File: config.mk
export PLATFORM = sky130hd
export DESIGN_NAME = branch_resolve_unit_flat
export DESIGN_NICKNAME = d
export VERILOG_FILES = /design/src/rtl/branch_resolve_unit_pkg.sv /design/src/rtl/branch_resolve_unit_if.sv /design/src/rtl/branch_resolve_unit_bht_2bit.sv /design/src/rtl/branch_resolve_unit.sv /design/src/flat_wrapper.sv
export SDC_FILE = /design/constraint.sdc
export NUM_CORES = 1
export LEC_CHECK = 0
export ABC_CLOCK_PERIOD_IN_PS = 9550
export CAP_MARGIN = 0
export CORE_ASPECT_RATIO = 0.7
export CORE_UTILIZATION = 43
export DETAILED_ROUTE_END_ITERATION = 7
export GPL_TIMING_DRIVEN = 0
export PLACE_DENSITY = 0.94
export SLEW_MARGIN = 20
export SYNTH_ARGS = -nofsm -noshare
export SYNTH_HDL_FRONTEND = slang
export SYNTH_HIERARCHICAL = 1
export SYNTH_SLANG_ARGS = --single-unit
File: constraint.sdc
create_clock -name clk -period 9.55 [get_ports clk]
set_input_delay 1.91 -clock clk [delete_from_list [all_inputs] [get_ports clk]]
set_output_delay 1.91 -clock clk [all_outputs]
set_load 0.02 [all_outputs]
File: src/rtl/branch_resolve_unit_pkg.sv
// Shared encodings for the branch resolve unit: funct3 branch codes, forwarding selects,
// 2-bit BHT counter states and the saturating counter step function.
package branch_resolve_unit_pkg;

    typedef enum logic [2:0] {
        F3_BEQ  = 3'b000,
        F3_BNE  = 3'b001,
        F3_RSV2 = 3'b010,
        F3_RSV3 = 3'b011,
        F3_BLT  = 3'b100,
        F3_BGE  = 3'b101,
        F3_BLTU = 3'b110,
        F3_BGEU = 3'b111
    } br_funct3_e;

    typedef enum logic [1:0] {
        FWD_RF    = 2'b00,
        FWD_EXMEM = 2'b01,
        FWD_MEMWB = 2'b10,
        FWD_RSVD  = 2'b11
    } fwd_sel_e;

    typedef enum logic [1:0] {
        SNT = 2'b00,
        WNT = 2'b01,
        WT  = 2'b10,
        ST  = 2'b11
    } bht_ctr_e;

    localparam bht_ctr_e BHT_RESET_STATE = WNT;

    // Saturating step: taken moves towards ST, not-taken towards SNT.
    function automatic bht_ctr_e bht_ctr_next(input bht_ctr_e ctr, input logic taken);
        bht_ctr_e nxt;
        nxt = ctr;
        if (taken) begin
            if (ctr != ST) nxt = bht_ctr_e'(ctr + 2'd1);
        end else begin
            if (ctr != SNT) nxt = bht_ctr_e'(ctr - 2'd1);
        end
        return nxt;
    endfunction

    function automatic logic is_legal_branch(input logic [2:0] funct3);
        return (funct3[2:1] != 2'b01);
    endfunction

endpackage

File: src/rtl/branch_resolve_unit_if.sv
// Pipeline-side bundle for the branch resolve unit; master = pipeline, slave = resolve unit.
interface branch_resolve_unit_if #(
    parameter int XLEN   = 32,
    parameter int STAT_W = 32
);
    logic [XLEN-1:0]   if_pc;
    logic              pred_taken;
    logic              id_valid;
    logic              id_is_branch;
    logic              id_stall;
    logic [2:0]        id_funct3;
    logic [XLEN-1:0]   id_pc;
    logic              id_pred_taken;
    logic [1:0]        fwd_sel_1;
    logic [1:0]        fwd_sel_2;
    logic [XLEN-1:0]   rs1_data;
    logic [XLEN-1:0]   rs2_data;
    logic [XLEN-1:0]   exmem_alu_data;
    logic [XLEN-1:0]   memwb_mem_data;
    logic              branch_taken;
    logic              mispredict;
    logic              illegal_branch;
    logic [STAT_W-1:0] br_count;
    logic [STAT_W-1:0] mp_count;

    modport master (
        output if_pc, id_valid, id_is_branch, id_stall, id_funct3, id_pc, id_pred_taken,
               fwd_sel_1, fwd_sel_2, rs1_data, rs2_data, exmem_alu_data, memwb_mem_data,
        input  pred_taken, branch_taken, mispredict, illegal_branch, br_count, mp_count
    );

    modport slave (
        input  if_pc, id_valid, id_is_branch, id_stall, id_funct3, id_pc, id_pred_taken,
               fwd_sel_1, fwd_sel_2, rs1_data, rs2_data, exmem_alu_data, memwb_mem_data,
        output pred_taken, branch_taken, mispredict, illegal_branch, br_count, mp_count
    );

endinterface

File: src/rtl/branch_resolve_unit_bht_2bit.sv
// 2-bit saturating-counter branch history table with one read port and one update port.
// Only built when BRANCH_PREDICT_EN is defined.
`ifdef BRANCH_PREDICT_EN
module bht_2bit
    import branch_resolve_unit_pkg::*;
#(
    parameter int DEPTH = 64,
    parameter int IDX_W = $clog2(DEPTH)
) (
    input  logic             clk,
    input  logic             rst_n,
    input  logic [IDX_W-1:0] i_rd_idx,
    output logic [1:0]       o_rd_ctr,
    input  logic             i_upd_en,
    input  logic [IDX_W-1:0] i_upd_idx,
    input  logic             i_upd_taken
);

    bht_ctr_e r_ctr [DEPTH];

    // Read is purely combinational, so a same-cycle update is seen only after the edge.
    assign o_rd_ctr = r_ctr[i_rd_idx];

    always_ff @(posedge clk or negedge rst_n) begin
        if (!rst_n) begin
            for (int i = 0; i < DEPTH; i++) begin
                r_ctr[i] <= BHT_RESET_STATE;
            end
        end else if (i_upd_en) begin
            r_ctr[i_upd_idx] <= bht_ctr_next(r_ctr[i_upd_idx], i_upd_taken);
        end
    end

endmodule
`endif

File: src/rtl/branch_resolve_unit.sv
// ID-stage branch resolution: operand forwarding, RV32I branch compare, mispredict and statistics.
// Optional feature macro BRANCH_PREDICT_EN: when defined, a 2-bit BHT supplies pred_taken.
module branch_resolve_unit
    import branch_resolve_unit_pkg::*;
#(
    parameter int XLEN      = 32,
    parameter int BHT_DEPTH = 64,
    parameter int STAT_W    = 32
) (
    input  logic                  clk,
    input  logic                  rst_n,
    branch_resolve_unit_if.slave  bru
);

    localparam int IDX_W = $clog2(BHT_DEPTH);

    logic [XLEN-1:0]   w_op_a;
    logic [XLEN-1:0]   w_op_b;
    logic              w_cond;
    logic              w_legal;
    logic              w_active;
    logic              w_update;
    logic              w_taken;
    logic              w_mispredict;
    logic [STAT_W-1:0] r_br_count;
    logic [STAT_W-1:0] r_mp_count;

    always_comb begin
        w_op_a = bru.rs1_data;
        case (bru.fwd_sel_1)
            FWD_EXMEM: w_op_a = bru.exmem_alu_data;
            FWD_MEMWB: w_op_a = bru.memwb_mem_data;
            default:   w_op_a = bru.rs1_data;
        endcase
    end

    always_comb begin
        w_op_b = bru.rs2_data;
        case (bru.fwd_sel_2)
            FWD_EXMEM: w_op_b = bru.exmem_alu_data;
            FWD_MEMWB: w_op_b = bru.memwb_mem_data;
            default:   w_op_b = bru.rs2_data;
        endcase
    end

    always_comb begin
        w_cond = 1'b0;
        case (bru.id_funct3)
            F3_BEQ:  w_cond = (w_op_a == w_op_b);
            F3_BNE:  w_cond = (w_op_a != w_op_b);
            F3_BLT:  w_cond = ($signed(w_op_a) <  $signed(w_op_b));
            F3_BGE:  w_cond = ($signed(w_op_a) >= $signed(w_op_b));
            F3_BLTU: w_cond = (w_op_a <  w_op_b);
            F3_BGEU: w_cond = (w_op_a >= w_op_b);
            default: w_cond = 1'b0;
        endcase
    end

    // Reserved funct3 resolves not-taken, so a predicted-taken one still redirects.
    assign w_legal      = is_legal_branch(bru.id_funct3);
    assign w_active     = bru.id_valid & bru.id_is_branch & ~bru.id_stall;
    assign w_update     = w_active & w_legal;
    assign w_taken      = w_update & w_cond;
    assign w_mispredict = w_active & (w_taken != bru.id_pred_taken);

    assign bru.branch_taken   = w_taken;
    assign bru.mispredict     = w_mispredict;
    assign bru.illegal_branch = w_active & ~w_legal;

    always_ff @(posedge clk or negedge rst_n) begin
        if (!rst_n) begin
            r_br_count <= '0;
            r_mp_count <= '0;
        end else if (w_update) begin
            if (r_br_count != '1) r_br_count <= r_br_count + STAT_W'(1);
            if (w_mispredict && (r_mp_count != '1)) r_mp_count <= r_mp_count + STAT_W'(1);
        end
    end

    assign bru.br_count = r_br_count;
    assign bru.mp_count = r_mp_count;

`ifdef BRANCH_PREDICT_EN
    logic [1:0] w_rd_ctr;

    bht_2bit #(
        .DEPTH (BHT_DEPTH),
        .IDX_W (IDX_W)
    ) u_bht (
        .clk         (clk),
        .rst_n       (rst_n),
        .i_rd_idx    (bru.if_pc[IDX_W+1:2]),
        .o_rd_ctr    (w_rd_ctr),
        .i_upd_en    (w_update),
        .i_upd_idx   (bru.id_pc[IDX_W+1:2]),
        .i_upd_taken (w_taken)
    );

    assign bru.pred_taken = w_rd_ctr[1];
`else
    assign bru.pred_taken = 1'b0;
`endif

endmodule

File: src/flat_wrapper.sv
// flat-port wrapper written by rule: the top's interface ports become plain ports
module branch_resolve_unit_flat import branch_resolve_unit_pkg::*;
#(
    parameter int XLEN      = 32,
    parameter int BHT_DEPTH = 64,
    parameter int STAT_W    = 32
)
  (clk, rst_n, bru_if_pc, bru_id_valid, bru_id_is_branch, bru_id_stall, bru_id_funct3, bru_id_pc, bru_id_pred_taken, bru_fwd_sel_1, bru_fwd_sel_2, bru_rs1_data, bru_rs2_data, bru_exmem_alu_data, bru_memwb_mem_data, bru_pred_taken, bru_branch_taken, bru_mispredict, bru_illegal_branch, bru_br_count, bru_mp_count);
  branch_resolve_unit_if #(.XLEN(XLEN), .STAT_W(STAT_W)) bru_i ();
  input  logic clk;
  input  logic rst_n;
  input wire logic [$bits(bru_i.if_pc)-1:0] bru_if_pc;
  input wire logic [$bits(bru_i.id_valid)-1:0] bru_id_valid;
  input wire logic [$bits(bru_i.id_is_branch)-1:0] bru_id_is_branch;
  input wire logic [$bits(bru_i.id_stall)-1:0] bru_id_stall;
  input wire logic [$bits(bru_i.id_funct3)-1:0] bru_id_funct3;
  input wire logic [$bits(bru_i.id_pc)-1:0] bru_id_pc;
  input wire logic [$bits(bru_i.id_pred_taken)-1:0] bru_id_pred_taken;
  input wire logic [$bits(bru_i.fwd_sel_1)-1:0] bru_fwd_sel_1;
  input wire logic [$bits(bru_i.fwd_sel_2)-1:0] bru_fwd_sel_2;
  input wire logic [$bits(bru_i.rs1_data)-1:0] bru_rs1_data;
  input wire logic [$bits(bru_i.rs2_data)-1:0] bru_rs2_data;
  input wire logic [$bits(bru_i.exmem_alu_data)-1:0] bru_exmem_alu_data;
  input wire logic [$bits(bru_i.memwb_mem_data)-1:0] bru_memwb_mem_data;
  output wire logic [$bits(bru_i.pred_taken)-1:0] bru_pred_taken;
  output wire logic [$bits(bru_i.branch_taken)-1:0] bru_branch_taken;
  output wire logic [$bits(bru_i.mispredict)-1:0] bru_mispredict;
  output wire logic [$bits(bru_i.illegal_branch)-1:0] bru_illegal_branch;
  output wire logic [$bits(bru_i.br_count)-1:0] bru_br_count;
  output wire logic [$bits(bru_i.mp_count)-1:0] bru_mp_count;
  assign bru_i.if_pc = bru_if_pc;
  assign bru_i.id_valid = bru_id_valid;
  assign bru_i.id_is_branch = bru_id_is_branch;
  assign bru_i.id_stall = bru_id_stall;
  assign bru_i.id_funct3 = bru_id_funct3;
  assign bru_i.id_pc = bru_id_pc;
  assign bru_i.id_pred_taken = bru_id_pred_taken;
  assign bru_i.fwd_sel_1 = bru_fwd_sel_1;
  assign bru_i.fwd_sel_2 = bru_fwd_sel_2;
  assign bru_i.rs1_data = bru_rs1_data;
  assign bru_i.rs2_data = bru_rs2_data;
  assign bru_i.exmem_alu_data = bru_exmem_alu_data;
  assign bru_i.memwb_mem_data = bru_memwb_mem_data;
  assign bru_pred_taken = bru_i.pred_taken;
  assign bru_branch_taken = bru_i.branch_taken;
  assign bru_mispredict = bru_i.mispredict;
  assign bru_illegal_branch = bru_i.illegal_branch;
  assign bru_br_count = bru_i.br_count;
  assign bru_mp_count = bru_i.mp_count;
  branch_resolve_unit #(.XLEN(XLEN), .BHT_DEPTH(BHT_DEPTH), .STAT_W(STAT_W)) u_core (.clk(clk), .rst_n(rst_n), .bru(bru_i));
endmodule
== After elaboration in Yosys (flattened, before gate mapping) ==
Index checks and enable logic that the tools add are counted.
Operators by class
  mux-type cells: 3
  magnitude comparators: 4
  reductions and logical operators: 4
  eq/ne operators: 15
  bitwise operators: 8
  add/sub/neg operators: 2
Operators by type and width (number)
  $pmux 32 s2: 2
  $add 32x1->32 const B: 2
  $ge 32x32->1: 2
  $lt 32x32->1: 2
  $ne 32x32->1 const B: 2
  $eq 32x32->1: 1
  $ne 32x32->1: 1
  $eq 3x3->1 const B: 4
  $and 1x1->1: 6
  $pmux 1 s6: 1
  $eq 2x1->1 const B: 2
  $eq 2x2->1 const B: 2
  $reduce_and 2->1: 2
  $eq 3x1->1 const B: 1
  $logic_not 3->1: 1
  $ne 2x1->1 const B: 1
  $not 1->1: 2
  $logic_and 1x1->1: 1
  $ne 1x1->1: 1
Word-level totals
  word-level logic and storage cells: 38
  bits of input ports: 205
  flip-flop bits (word level): 64
  output and inout port bits: 68

== Depth between registers and ports, before layout ==
Gate-level depths: netlist (run 1).
  depth in word-level cells: 9
  mapped depth: 18
  mapped depth without buffers: 16

== Worst setup path after synthesis (run 1) ==
OpenSTA, ideal clock, no wires.
  path kind: in2out
  from: in bru_fwd_sel_2[0]
  to: out bru_mispredict
  path slack: 1.931 ns
  buffers on the path: 2
  data required time: 7.640 ns
  data arrival time: 5.709 ns
  cell stages on the path: 17
  path through: inv_1 ha_1 clkbuf_1 buf_1 nor2_1 a21oi_1 ha_1 a21oi_1 o21ai_1 a221o_1 a2111oi_4 a21oi_1 or4_4 a2111oi_4 and2_1 xnor2_1 nor2_1
Between the ends
  cells in the longest elaborated chain, start to end: 7
  elaborated cells on any way between the ends: 13
  those cells by class: 4 x order compare; 5 x eq/ne; 2 x mux; 2 x bitwise
Ends and longest elaborated chain
  start: declaration: RTL line flat_wrapper.sv:20  | input wire logic [$bits(bru_i.fwd_sel_2)-1:0] bru_fwd_sel_2;
  $eq 2x2->1 / $eq 2x1->1 (equally long branches): RTL line branch_resolve_unit.sv:39  | case (bru.fwd_sel_2)
  $pmux 32 s2 *: RTL line branch_resolve_unit.sv:39
  $ge 32x32->1, or another cell as far along: RTL line branch_resolve_unit.sv:54  | F3_BGEU: w_cond = (w_op_a >= w_op_b);
  $pmux 1 s6 *: RTL line branch_resolve_unit.sv:48  | case (bru.id_funct3)
  $and 1x1->1 *: RTL line branch_resolve_unit.sv:63  | assign w_taken = w_update & w_cond;
  via bru_branch_taken: RTL line flat_wrapper.sv:26  | output wire logic [$bits(bru_i.branch_taken)-1:0] bru_branch_taken;
  $ne 1x1->1 *: RTL line branch_resolve_unit.sv:64  | assign w_mispredict = w_active & (w_taken != bru.id_pred_taken);
  $and 1x1->1 *: RTL line branch_resolve_unit.sv:64
  end: declaration: RTL line flat_wrapper.sv:27  | output wire logic [$bits(bru_i.mispredict)-1:0] bru_mispredict;
The timed path passes the listed nets; every way through them passes the cells marked *.

== Final worst setup path (run 1) ==
  from: in bru_fwd_sel_1[0]
  to: out bru_mispredict
Between the ends
  cells in the longest elaborated chain, start to end: 7
  elaborated cells on any way between the ends: 13
  those cells by class: 4 x order compare; 5 x eq/ne; 2 x mux; 2 x bitwise
Ends and longest elaborated chain
  start: declaration: RTL line flat_wrapper.sv:19  | input wire logic [$bits(bru_i.fwd_sel_1)-1:0] bru_fwd_sel_1;
  $eq 2x2->1 / $eq 2x1->1 (equally long branches): RTL line branch_resolve_unit.sv:30  | case (bru.fwd_sel_1)
  $pmux 32 s2 *: RTL line branch_resolve_unit.sv:30
  $ge 32x32->1, or another cell as far along: RTL line branch_resolve_unit.sv:54
  $pmux 1 s6 *: RTL line branch_resolve_unit.sv:48
  $and 1x1->1 *: RTL line branch_resolve_unit.sv:63
  $ne 1x1->1 *: RTL line branch_resolve_unit.sv:64
  $and 1x1->1 *: RTL line branch_resolve_unit.sv:64
Every way passes the cells marked *; elsewhere a longest branch is shown, timed or not.

==> flow_metrics.py, run 1 <==
metrics = {
    "floorplanning": {
        "die_h_um": 93.1,
        "initial_core_util": 0.453,
        "core_area_mm2": 0.0113,
        "rows": 32,
        "top_level_ports": 273,
        "dieArea_mm2": 0.0123,
        "dieWidth_um": 132,
    },
    "yosys": {
        "synth-edff-count": 0,
        "synthCells": 596,
        "ys.flop_type": "dfrtp_1",
        "syn_avg_cell_area_um2": 8.55,
        "ys_types": 49,
        "syn_nets": 839,
        "synth_area_mm2": 0.00509,
        "synth_warnings": 6,
        "synth_seq_cells": 64,
        "synth_seq_area_share": 0.314,
        "synthArstFlopShare": 1.00,
    },
    "power": {
        "p_clk_frac": 0.343,
        "powerDensity_mw_per_mm2": 125,
        "p_leak_uw": 0.00323,
        "swShare": 0.313,
        "p_seq_frac": 0.321,
        "comb_power_share": 0.336,
        "power.switching_uw": 300,
        "p_int_uw": 658,
        "ir_drop_uv": 103,
    },
    "route": {
        "drc": 0,
        "wire_per_inst_um": 18.3,
        "drtIter0Drc": 531,
        "dr.pass1.iters": 5,
        "routed_wl_mm": 17.8,
        "avgViaCountPerCell": 5.76,
        "vias": 5599,
        "ant_nets": 0,
    },
    "timing": {
        "finClkSkew_ns": 0.00410,
        "slew_headroom": 0.524,
        "fmax_ghz": 0.108,
        "slew_viol_final": 0,
        "fin_crit_ns": 9.23,
        "rsz0062_at_grt": "false",
        "fin_hold_ws_ns": 0.492,
        "finalSetupTns_ns": 0,
        "fin_crit_sh": 0.966,
        "setup_violations": 0,
        "hold_viol_final": 0,
        "fin_ws_ns": 0.322,
        "tightestPinTransition_ns": 0.704,
    },
    "clock_network": {
        "hold_buffers": 0,
        "cts_buffers": 9,
        "insertion_delay_ns": 0.33,
        "root_buffer": "clkbuf_16",
        "clk_pin_slew_ns": 0.05,
        "numClockSinks": 64,
        "cts_resized": 0,
        "post_cts_buffers": 0,
        "cts_tree": "done",
        "clock_path_buffers": 2,
        "htreeDepth": 3,
    },
    "setup_path": {
        "crit_slowest_cell": "nor4bb_1",
        "startpoint": "bru_fwd_sel_1[0]",
        "crit_chain": "clkdlybuf4s50_1 > inv_1 > ha_1 > clkbuf_1 > clkbuf_1 > o21ai_0 > ha_1 > nand4_1 > nor4bb_1 > nand3_1 > nand4_1 > nor3_1 > or4_4 > a2111oi_4 > and2_1 > xnor2_1 > nor2_1 > clkdlybuf4s50_1",
        "endpoint_kind": "output pin",
        "rr_startpoint": "u_core/bru.mp_count[1]$_DFFE_PN0P_",
        "critPathMaxFanout": 10,
        "reg2regPathDepth": 10,
        "crit_type": "in -> out",
        "worstPathRequired_ns": 7.64,
        "cpPeakStageDelay_ns": 0.69,
        "cp-start-kind": "input pin",
        "crit_arrival_ns": 7.32,
    },
    "final_layout": {
        "num_antenna_cells": 0,
        "nFillCells": 874,
        "layoutNonFillerInstCount": 972,
        "drive_gt1_frac": 0.0440,
        "final_nets": 1057,
        "area_delta_synth_final_pct": 50.6,
    },
    "global_route": {
        "overflow": 0,
        "grt_pass1_wl_mm": 27.3,
        "grtUsageMet2": 0.436,
        "grt_busiest_layer": "met2",
        "antenna_found_initial": 0,
        "grt_max_degree": 53,
        "use_met1": 0.386,
        "grt_usage": 0.285,
        "grt_pass1_vias": 5322,
        "use_met3": 0.0656,
    },
    "hold_path": {
        "min-delay-start": "u_core/bru.mp_count[28]$_DFFE_PN0P_",
        "hold_depth": 1,
        "min_path_type": "reg -> reg",
    },
    "job": {
        "cap_violations": 0,
    },
    "placed_design": {
        "dpl.hpwl_mm": 14.0,
        "post-place-ws_ns": 0.532,
        "io_buffer_count": 206,
        "place_congestion": 0.927,
        "post-place-cells": 956,
    },
    "run_status": {
        "status": "complete, no violations",
    },
}
[power groups by stage]
stage,sequential [uW],combinational (uW),clock [uW]
3_3_place_gp,310,306,0
3_5_place_dp,311,316,0
6_report,307,322,328
4_1_cts,307,318,332
5_1_grt,310,348,343
2_1_floorplan,327,148,0
[through the flow]
stage	utilization	total power (uW)	cell area, um2
final	0.682	958	7670
after global placement	0.653	616	7350
after detailed placement	0.655	627	7370
after CTS	0.682	957	7670
after floorplan	-	475	5090
after global routing	0.682	1000	7670
[placed cells by master (no fill, tap or decap), drive strengths merged, types with 3 or more instances in the layout]
cell type      netlist  final
clkdlybuf4s50        0    205
a22oi               64     64
dfrtp               64     64
nand2               58     58
nor2                48     48
a21oi               45     45
clkbuf              27     40
ha                  38     38
o21ai               36     36
xnor2               32     32
xor2                30     30
nand3               29     29
nand4               17     17
and3                15     15
inv                 10     10
nor3                10     10
nor4                10     10
buf                  8     10
and4                 9      9
a21o                 5      5
nor3b                5      5
mux2                 4      4
nor2b                3      3
o31ai                3      3
nand2b               3      3
[cells in the mapped netlist (all sizes together) (2+ instances only)]
cell type  number  share of area
a2111oi         2          0.011
xor2           30          0.052
xnor2          32          0.055
ha             38          0.093
nand3          29          0.028
buf             8         0.0084
o31ai           3         0.0044
a21oi          45          0.044
nor3b           5         0.0084
nor3           10         0.0098
nand2          58          0.043
a221o           2         0.0039
and3           15          0.018
nand3b          2         0.0029
dfrtp          64           0.31
and2            2         0.0025
clkbuf         27          0.020
nand4          17          0.021
o41ai           2         0.0034
and4            9          0.015
mux2            4         0.0088
o21ai          36          0.035
inv            10         0.0074
nor2b           3         0.0037
a21o            5         0.0074
or4             2         0.0037
nor4           10          0.024
nand2b          3         0.0037
nor2           48          0.035
a22oi          64          0.094
[path summary, 6_finish.rpt]
path / to / slack [ns]
min in group asynchronous: u_core/bru.br_count[24]$_DFFE_PN0P_ / 1.42
worst min-delay path: u_core/bru.mp_count[28]$_DFFE_PN0P_ / 0.49
worst max register to register: u_core/bru.mp_count[26]$_DFFE_PN0P_ / 5.98
max in group asynchronous: u_core/bru.mp_count[10]$_DFFE_PN0P_ / 7.61
worst min register to register: u_core/bru.mp_count[28]$_DFFE_PN0P_ / 0.49
worst max-delay path: bru_mispredict / 0.32
[final cells by class]
cell class	count	area [um2]	share of cell area
clock inverters	3	40.0	0.00522
multi-input cells	487	3310	0.432
well taps	153	191	0.0250
plain buffers	35	144	0.0188
inverters	10	37.5	0.00489
flip-flops and latches	64	1600	0.209
repair buffers	207	2090	0.272
clock buffers	13	260	0.0339
[cell families after synthesis]
| logic type | Yosys count | share of synthesized area |
|---|---|---|
| and+or+nand+nor | 217 | 0.226 |
| AOI/OAI and AO/OA | 165 | 0.214 |
| DFF | 64 | 0.314 |
| xor gates and xnor gates | 62 | 0.107 |
| buffers and inverters | 45 | 0.0356 |
| adders and majority gates | 38 | 0.0933 |
| muxes | 4 | 0.00884 |
| other | 1 | 0.000736 |
[registers in the layout, summed over array words and instances (netlist names)]
name,cells
u_core/bru.mp_count,32
u_core/bru.br_count,32
[layer usage]
metal / share of wire / wire length, um / up-vias
li1: - / - / 2640
met5: 0 / 0 / -
met1: 0.45 / 8020 / 2625
met4: 0.038 / 671 / 0
met3: 0.079 / 1400 / 45
met2: 0.43 / 7720 / 289
[worst max-delay path: cells and delay by family]
family                   cells  cell delay [ns]
AND/OR/NAND/NOR              8             2.22
adder cells (fa/ha/maj)      2             0.69
buffers and inverters        5             1.92
XOR/XNOR                     1             0.07
AO/OA/AOI/OAI                2             0.51
(Power assumes the default switching activity.)
==> inputs of run 2 (changes only) <==
--- a/config.mk
+++ b/config.mk
@@ -6,7 +6,7 @@
 export NUM_CORES = 1
 export LEC_CHECK = 0
 export ABC_CLOCK_PERIOD_IN_PS = 9550
-export CAP_MARGIN = 0
+export CAP_MARGIN = 10
 export CORE_ASPECT_RATIO = 0.7
 export CORE_UTILIZATION = 43
 export DETAILED_ROUTE_END_ITERATION = 7
==> results of run 2 <==
The final DEF is identical to that of run 1; final timing and power are the same.
